--- config.mk ---
export PLATFORM = sky130hd
export DESIGN_NAME = product_bcd_conv_flat
export DESIGN_NICKNAME = d
export VERILOG_FILES = /design/src/rtl/product_bcd_conv_pkg.sv /design/src/rtl/product_bcd_conv_if.sv /design/src/rtl/product_bcd_conv_bcd_add3.sv /design/src/rtl/product_bcd_conv.sv /design/src/flat_wrapper.sv
export SDC_FILE = /design/constraint.sdc
export NUM_CORES = 1
export LEC_CHECK = 0
export CAP_MARGIN = 10
export CORE_ASPECT_RATIO = 1.2
export CORE_MARGIN = 2
export CORE_UTILIZATION = 50
export DETAILED_ROUTE_END_ITERATION = 10
export PLACE_DENSITY = 0.74
export SYNTH_ARGS = -nofsm -noshare
export SYNTH_HDL_FRONTEND = slang
export SYNTH_HIERARCHICAL = 1
export SYNTH_SLANG_ARGS = --single-unit
--- constraint.sdc ---
create_clock -name clk -period 1.85 [get_ports clk]
set_clock_uncertainty 0.2 [all_clocks]
set_input_delay 0.555 -clock clk [delete_from_list [all_inputs] [get_ports clk]]
set_output_delay 0.555 -clock clk [all_outputs]
set_load 0.05 [all_outputs]
--- src/rtl/product_bcd_conv_pkg.sv ---
// Shared types and constants for the multiplier-product BCD conversion path.
// The display stage imports the same widths so both ends agree on the product format.
package product_bcd_pkg;

    localparam int PROD_WIDTH = 8;
    localparam int BCD_DIGITS = 3;

    typedef enum logic [1:0] {
        IDLE    = 2'd0,
        CONVERT = 2'd1,
        FINISH  = 2'd2
    } state_t;

endpackage

--- src/rtl/product_bcd_conv_if.sv ---
// Start/busy/done handshake plus data between the control logic (master)
// and the binary-to-BCD converter (slave).
interface product_bcd_conv_if
    import product_bcd_pkg::*;
#(
    parameter int WIDTH  = PROD_WIDTH,
    parameter int DIGITS = BCD_DIGITS
);
    logic                  start;
    logic [WIDTH-1:0]      bin;
    logic                  busy;
    logic                  done;
    logic [4*DIGITS-1:0]   bcd;

    modport master (output start, bin, input busy, done, bcd);
    modport slave  (input start, bin, output busy, done, bcd);
endinterface

--- src/rtl/product_bcd_conv_bcd_add3.sv ---
// Single-digit double-dabble correction: a digit of 5..9 becomes 8..12 so the
// following left shift carries into the next decimal digit.
module bcd_add3 (
    input  logic [3:0] digit_i,
    output logic [3:0] digit_o
);
    assign digit_o = (digit_i >= 4'd5) ? digit_i + 4'd3 : digit_i;
endmodule

--- src/rtl/product_bcd_conv.sv ---
// Sequential shift-and-add-3 converter: one product bit per clock, result
// published on bcd together with a single-cycle done pulse.
module product_bcd_conv
    import product_bcd_pkg::*;
#(
    parameter int WIDTH  = PROD_WIDTH,
    parameter int DIGITS = BCD_DIGITS
) (
    input  logic               clk,
    input  logic               rst_n,
    product_bcd_conv_if.slave  bus
);
    localparam int SW = 4*DIGITS + WIDTH;
    localparam int CW = $clog2(WIDTH + 1);

    state_t                state_q, state_d;
    logic [SW-1:0]         scratch_q, scratch_d;
    logic [SW-1:0]         corrected;
    logic [CW-1:0]         count_q, count_d;
    logic [4*DIGITS-1:0]   bcd_q, bcd_d;
    logic                  done_q, done_d;

    // Binary field passes straight through; each BCD digit gets its own corrector.
    assign corrected[WIDTH-1:0] = scratch_q[WIDTH-1:0];

    for (genvar i = 0; i < DIGITS; i++) begin : g_digit
        bcd_add3 u_add3 (
            .digit_i (scratch_q[WIDTH + 4*i +: 4]),
            .digit_o (corrected[WIDTH + 4*i +: 4])
        );
    end

    always_comb begin
        // NOTE: every next-state signal gets a default first so no path infers a latch.
        state_d   = state_q;
        scratch_d = scratch_q;
        count_d   = count_q;
        bcd_d     = bcd_q;
        done_d    = 1'b0;

        case (state_q)
            IDLE: begin
                if (bus.start) begin
                    scratch_d = {{(4*DIGITS){1'b0}}, bus.bin};
                    count_d   = CW'(WIDTH);
                    state_d   = CONVERT;
                end
            end
            CONVERT: begin
                scratch_d = corrected << 1;
                count_d   = count_q - CW'(1);
                if (count_q == CW'(1)) begin
                    state_d = FINISH;
                end
            end
            FINISH: begin
                bcd_d   = scratch_q[SW-1 -: 4*DIGITS];
                done_d  = 1'b1;
                state_d = IDLE;
            end
            default: state_d = IDLE;
        endcase
    end

    // NOTE: non-blocking assignments so every register samples pre-edge values.
    always_ff @(posedge clk or negedge rst_n) begin
        if (!rst_n) begin
            state_q   <= IDLE;
            scratch_q <= '0;
            count_q   <= '0;
            bcd_q     <= '0;
            done_q    <= 1'b0;
        end else begin
            state_q   <= state_d;
            scratch_q <= scratch_d;
            count_q   <= count_d;
            bcd_q     <= bcd_d;
            done_q    <= done_d;
        end
    end

    assign bus.busy = (state_q != IDLE);
    assign bus.done = done_q;
    assign bus.bcd  = bcd_q;

endmodule

--- src/flat_wrapper.sv ---
// flat-port wrapper written by rule: the top's interface ports become plain ports
module product_bcd_conv_flat import product_bcd_pkg::*;
#(
    parameter int WIDTH  = PROD_WIDTH,
    parameter int DIGITS = BCD_DIGITS
)
  (clk, rst_n, bus_start, bus_bin, bus_busy, bus_done, bus_bcd);
  product_bcd_conv_if #(.WIDTH(WIDTH), .DIGITS(DIGITS)) bus_i ();
  input  logic clk;
  input  logic rst_n;
  input wire logic [$bits(bus_i.start)-1:0] bus_start;
  input wire logic [$bits(bus_i.bin)-1:0] bus_bin;
  output wire logic [$bits(bus_i.busy)-1:0] bus_busy;
  output wire logic [$bits(bus_i.done)-1:0] bus_done;
  output wire logic [$bits(bus_i.bcd)-1:0] bus_bcd;
  assign bus_i.start = bus_start;
  assign bus_i.bin = bus_bin;
  assign bus_busy = bus_i.busy;
  assign bus_done = bus_i.done;
  assign bus_bcd = bus_i.bcd;
  product_bcd_conv #(.WIDTH(WIDTH), .DIGITS(DIGITS)) u_core (.clk(clk), .rst_n(rst_n), .bus(bus_i));
endmodule
==> flow_metrics.py <==
metrics = {
    "routing": {
        "drc": 0,
        "wl_per_cell_um": 14.7,
        "drt-initial-drc-count": 21,
        "wl_met2_um": 1830,
        "drt_pre_antenna_iters": 4,
        "antenna_left": 0,
        "viasPerCell": 5.60,
        "totalWireLength_um": 3440,
        "drt-met1-wl_um": 1430,
        "top_layer": "met4",
        "dr_wl_met3_um": 125,
        "vias": 1311,
    },
    "setup_path": {
        "path_cells": "or2_4 > buf_12",
        "critPathArrivalTime_ns": 1.09,
        "startpoint_type": "flip-flop",
        "crit_required_ns": 1.09,
        "endpoint_kind": "output port",
        "cp_slowest_stage_delay_ns": 0.40,
        "cp_slowest_cell": "dfrtp_1",
        "worstSetupPathType": "reg -> out",
        "worst-path-max-fanout": 2,
        "crit_family": "flip-flops",
        "cp_num_buf_inv": 1,
    },
    "grt": {
        "grt_pass1_wl_um": 5670,
        "grt_use_total_pct": 18.1,
        "grt_max_degree": 40,
        "grt_pass1_vias": 1301,
        "grt-ovfl-total": 0,
        "antenna_found_initial": 0,
    },
    "clock_tree": {
        "clockBufferDepth": 2,
        "insertion_delay_ns": 0.28,
        "cts_root_buf": "clkbuf_8",
        "clk_pin_slew_ns": 0.08,
        "cts_tree": "built",
        "cts_inserted_buffers": 5,
        "htree_levels": 2,
        "clock-sinks": 39,
        "hold_buffers": 0,
    },
    "die": {
        "die-width_um": 59.1,
        "coreArea_um2": 3570,
        "start_util_pct": 51.0,
        "io_pins": 25,
        "die-area_um2": 4140,
        "placementRows": 24,
        "die_h_um": 70.1,
    },
    "sta": {
        "grt_setup_unrepaired": "true",
        "setup-violations-final": 0,
        "hold_viol": 0,
        "max_freq_mhz": 541,
        "totalNegativeSetupSlack_ns": 0,
        "max-slew-margin-rel_pct": 68.0,
        "fin_hold_ws_ns": 0.0245,
        "finalMaxSlewViolations": 0,
        "tightest_slew_ns": 0.480,
        "period_minus_slack_ns": 1.85,
        "period_share_pct": 99.9,
    },
    "pwr": {
        "combPwrFrac_pct": 48.6,
        "p_clk_share_pct": 16.5,
        "p_switching_mw": 1.68,
        "power_leakage_nw": 1.14,
        "p_sw_share_pct": 38.3,
        "power_frac_seq_pct": 34.9,
        "ir_worst_vdd_v": 0.000950,
        "power_density_nw_per_um2": 1800,
        "intPower_mw": 2.70,
    },
    "layout": {
        "regArea_um2": 977,
        "fill_cells": 279,
        "nNetsFinal": 213,
        "instances_no_fill": 234,
        "area_growth_pct": 33.2,
        "multi_input_area_um2": 781,
        "drive_gt1_share_pct": 27.2,
        "n_antenna_cell": 0,
        "final_cell_mix": "dfrtp_1 (38), nand2_1 (21), buf_12 (16)",
        "final_common_cell": "dfrtp_1",
    },
    "placement": {
        "hpwlAfterDp_um": 2400,
        "gp_congestion": 0.742,
        "placed_cells": 224,
        "port_buffers": 24,
    },
    "hold_path": {
        "min_path_type": "in -> async",
    },
    "yosys": {
        "synth_cells": 161,
        "synth.net_count": 180,
        "yosys_warnings": 6,
        "syn_area_um2": 1820,
        "syn_avg_cell_area_um2": 11.3,
    },
    "job": {
        "maxCapViolations": 0,
    },
    "run_status": {
        "outcome": "completed",
    },
}
[power by group through the flow]
stage / registers (mW) / logic, mW / clock network, mW
final: 1.53 / 2.13 / 0.721
after floorplan: 1.73 / 1.10 / 0
after global placement: 1.52 / 1.99 / 0
after global routing: 1.57 / 2.30 / 0.770
after CTS: 1.53 / 2.12 / 0.735
after detailed placement: 1.54 / 2.10 / 0
[flip-flops by register name, summed over array words and instances, names as in the netlist]
register / flops
u_core/scratch_q: 20
u_core/bus.bcd: 12
u_core/bus.done: 1
u_core/state_q: 2
u_core/count_q: 4
[worst reg2reg max path: stages, from the launching register on]
cell     delay, ns
dfrtp_2       0.42
buf_4         0.14
buf_4         0.15
and2b_1       0.50
a22o_1        0.23
[area by class of cell]
class                   count  area share [%]
clock buffers               6            3.40
clock inverters             2            1.44
inverters                   9            1.39
multi-input cells         106            32.2
flip-flops and latches     39            40.3
well taps                  39            2.01
repair buffers             33            19.3
[routing by layer]
layer / GRT usage, % / vias to the layer above
met2: 30.6 / 31
met3: 5.00 / 4
met4: 7.07 / 0
met5: 0 / -
met1: 21.4 / 652
li1: - / 624
[metrics by stage]
| step | power, mW | util (%) | cell area [um2] | setup slack, ns |
|---|---|---|---|---|
| after global routing | 4.64 | 67.9 | 2430 | -0.0296 |
| after floorplan | 2.83 | - | 1820 | 0.0898 |
| final | 4.37 | 67.9 | 2430 | 0.00271 |
| after CTS | 4.38 | 67.6 | 2420 | -0.00336 |
| after global placement | 3.50 | 64.0 | 2290 | -0.159 |
| after detailed placement | 3.63 | 64.0 | 2290 | -0.281 |
[path summary, 6_finish.rpt]
| check | start | to | slack [ns] | depth (start not counted) |
|---|---|---|---|---|
| min | rst_n | u_core/bus.bcd[3]$_DFFE_PN0P_ | 0.02 | 2 |
| max | u_core/state_q[0]$_DFFE_PN0P_ | bus_busy | 0.003 | 2 |
| min in group clk | u_core/scratch_q[7]$_DFFE_PN0P_ | u_core/scratch_q[7]$_DFFE_PN0P_ | 0.29 | 2 |
| min reg2reg | u_core/scratch_q[7]$_DFFE_PN0P_ | u_core/scratch_q[7]$_DFFE_PN0P_ | 0.29 | 2 |
| max in group asynchronous | rst_n | u_core/state_q[1]$_DFFE_PN0P_ | 1.23 | 2 |
| max reg2reg | u_core/state_q[1]$_DFFE_PN0P_ | u_core/scratch_q[19]$_DFFE_PN0P_ | 0.16 | 4 |
[what timing repair did]
item | in CTS | in global routing
buffers inserted | 1 | 1
pin swaps | 1 | 0
hold endpoints to repair | 0 | 0
gates resized for setup | 2 | 1
setup endpoints to repair | 1 | 8
Note: power is estimated with default switching activity, not from simulation.
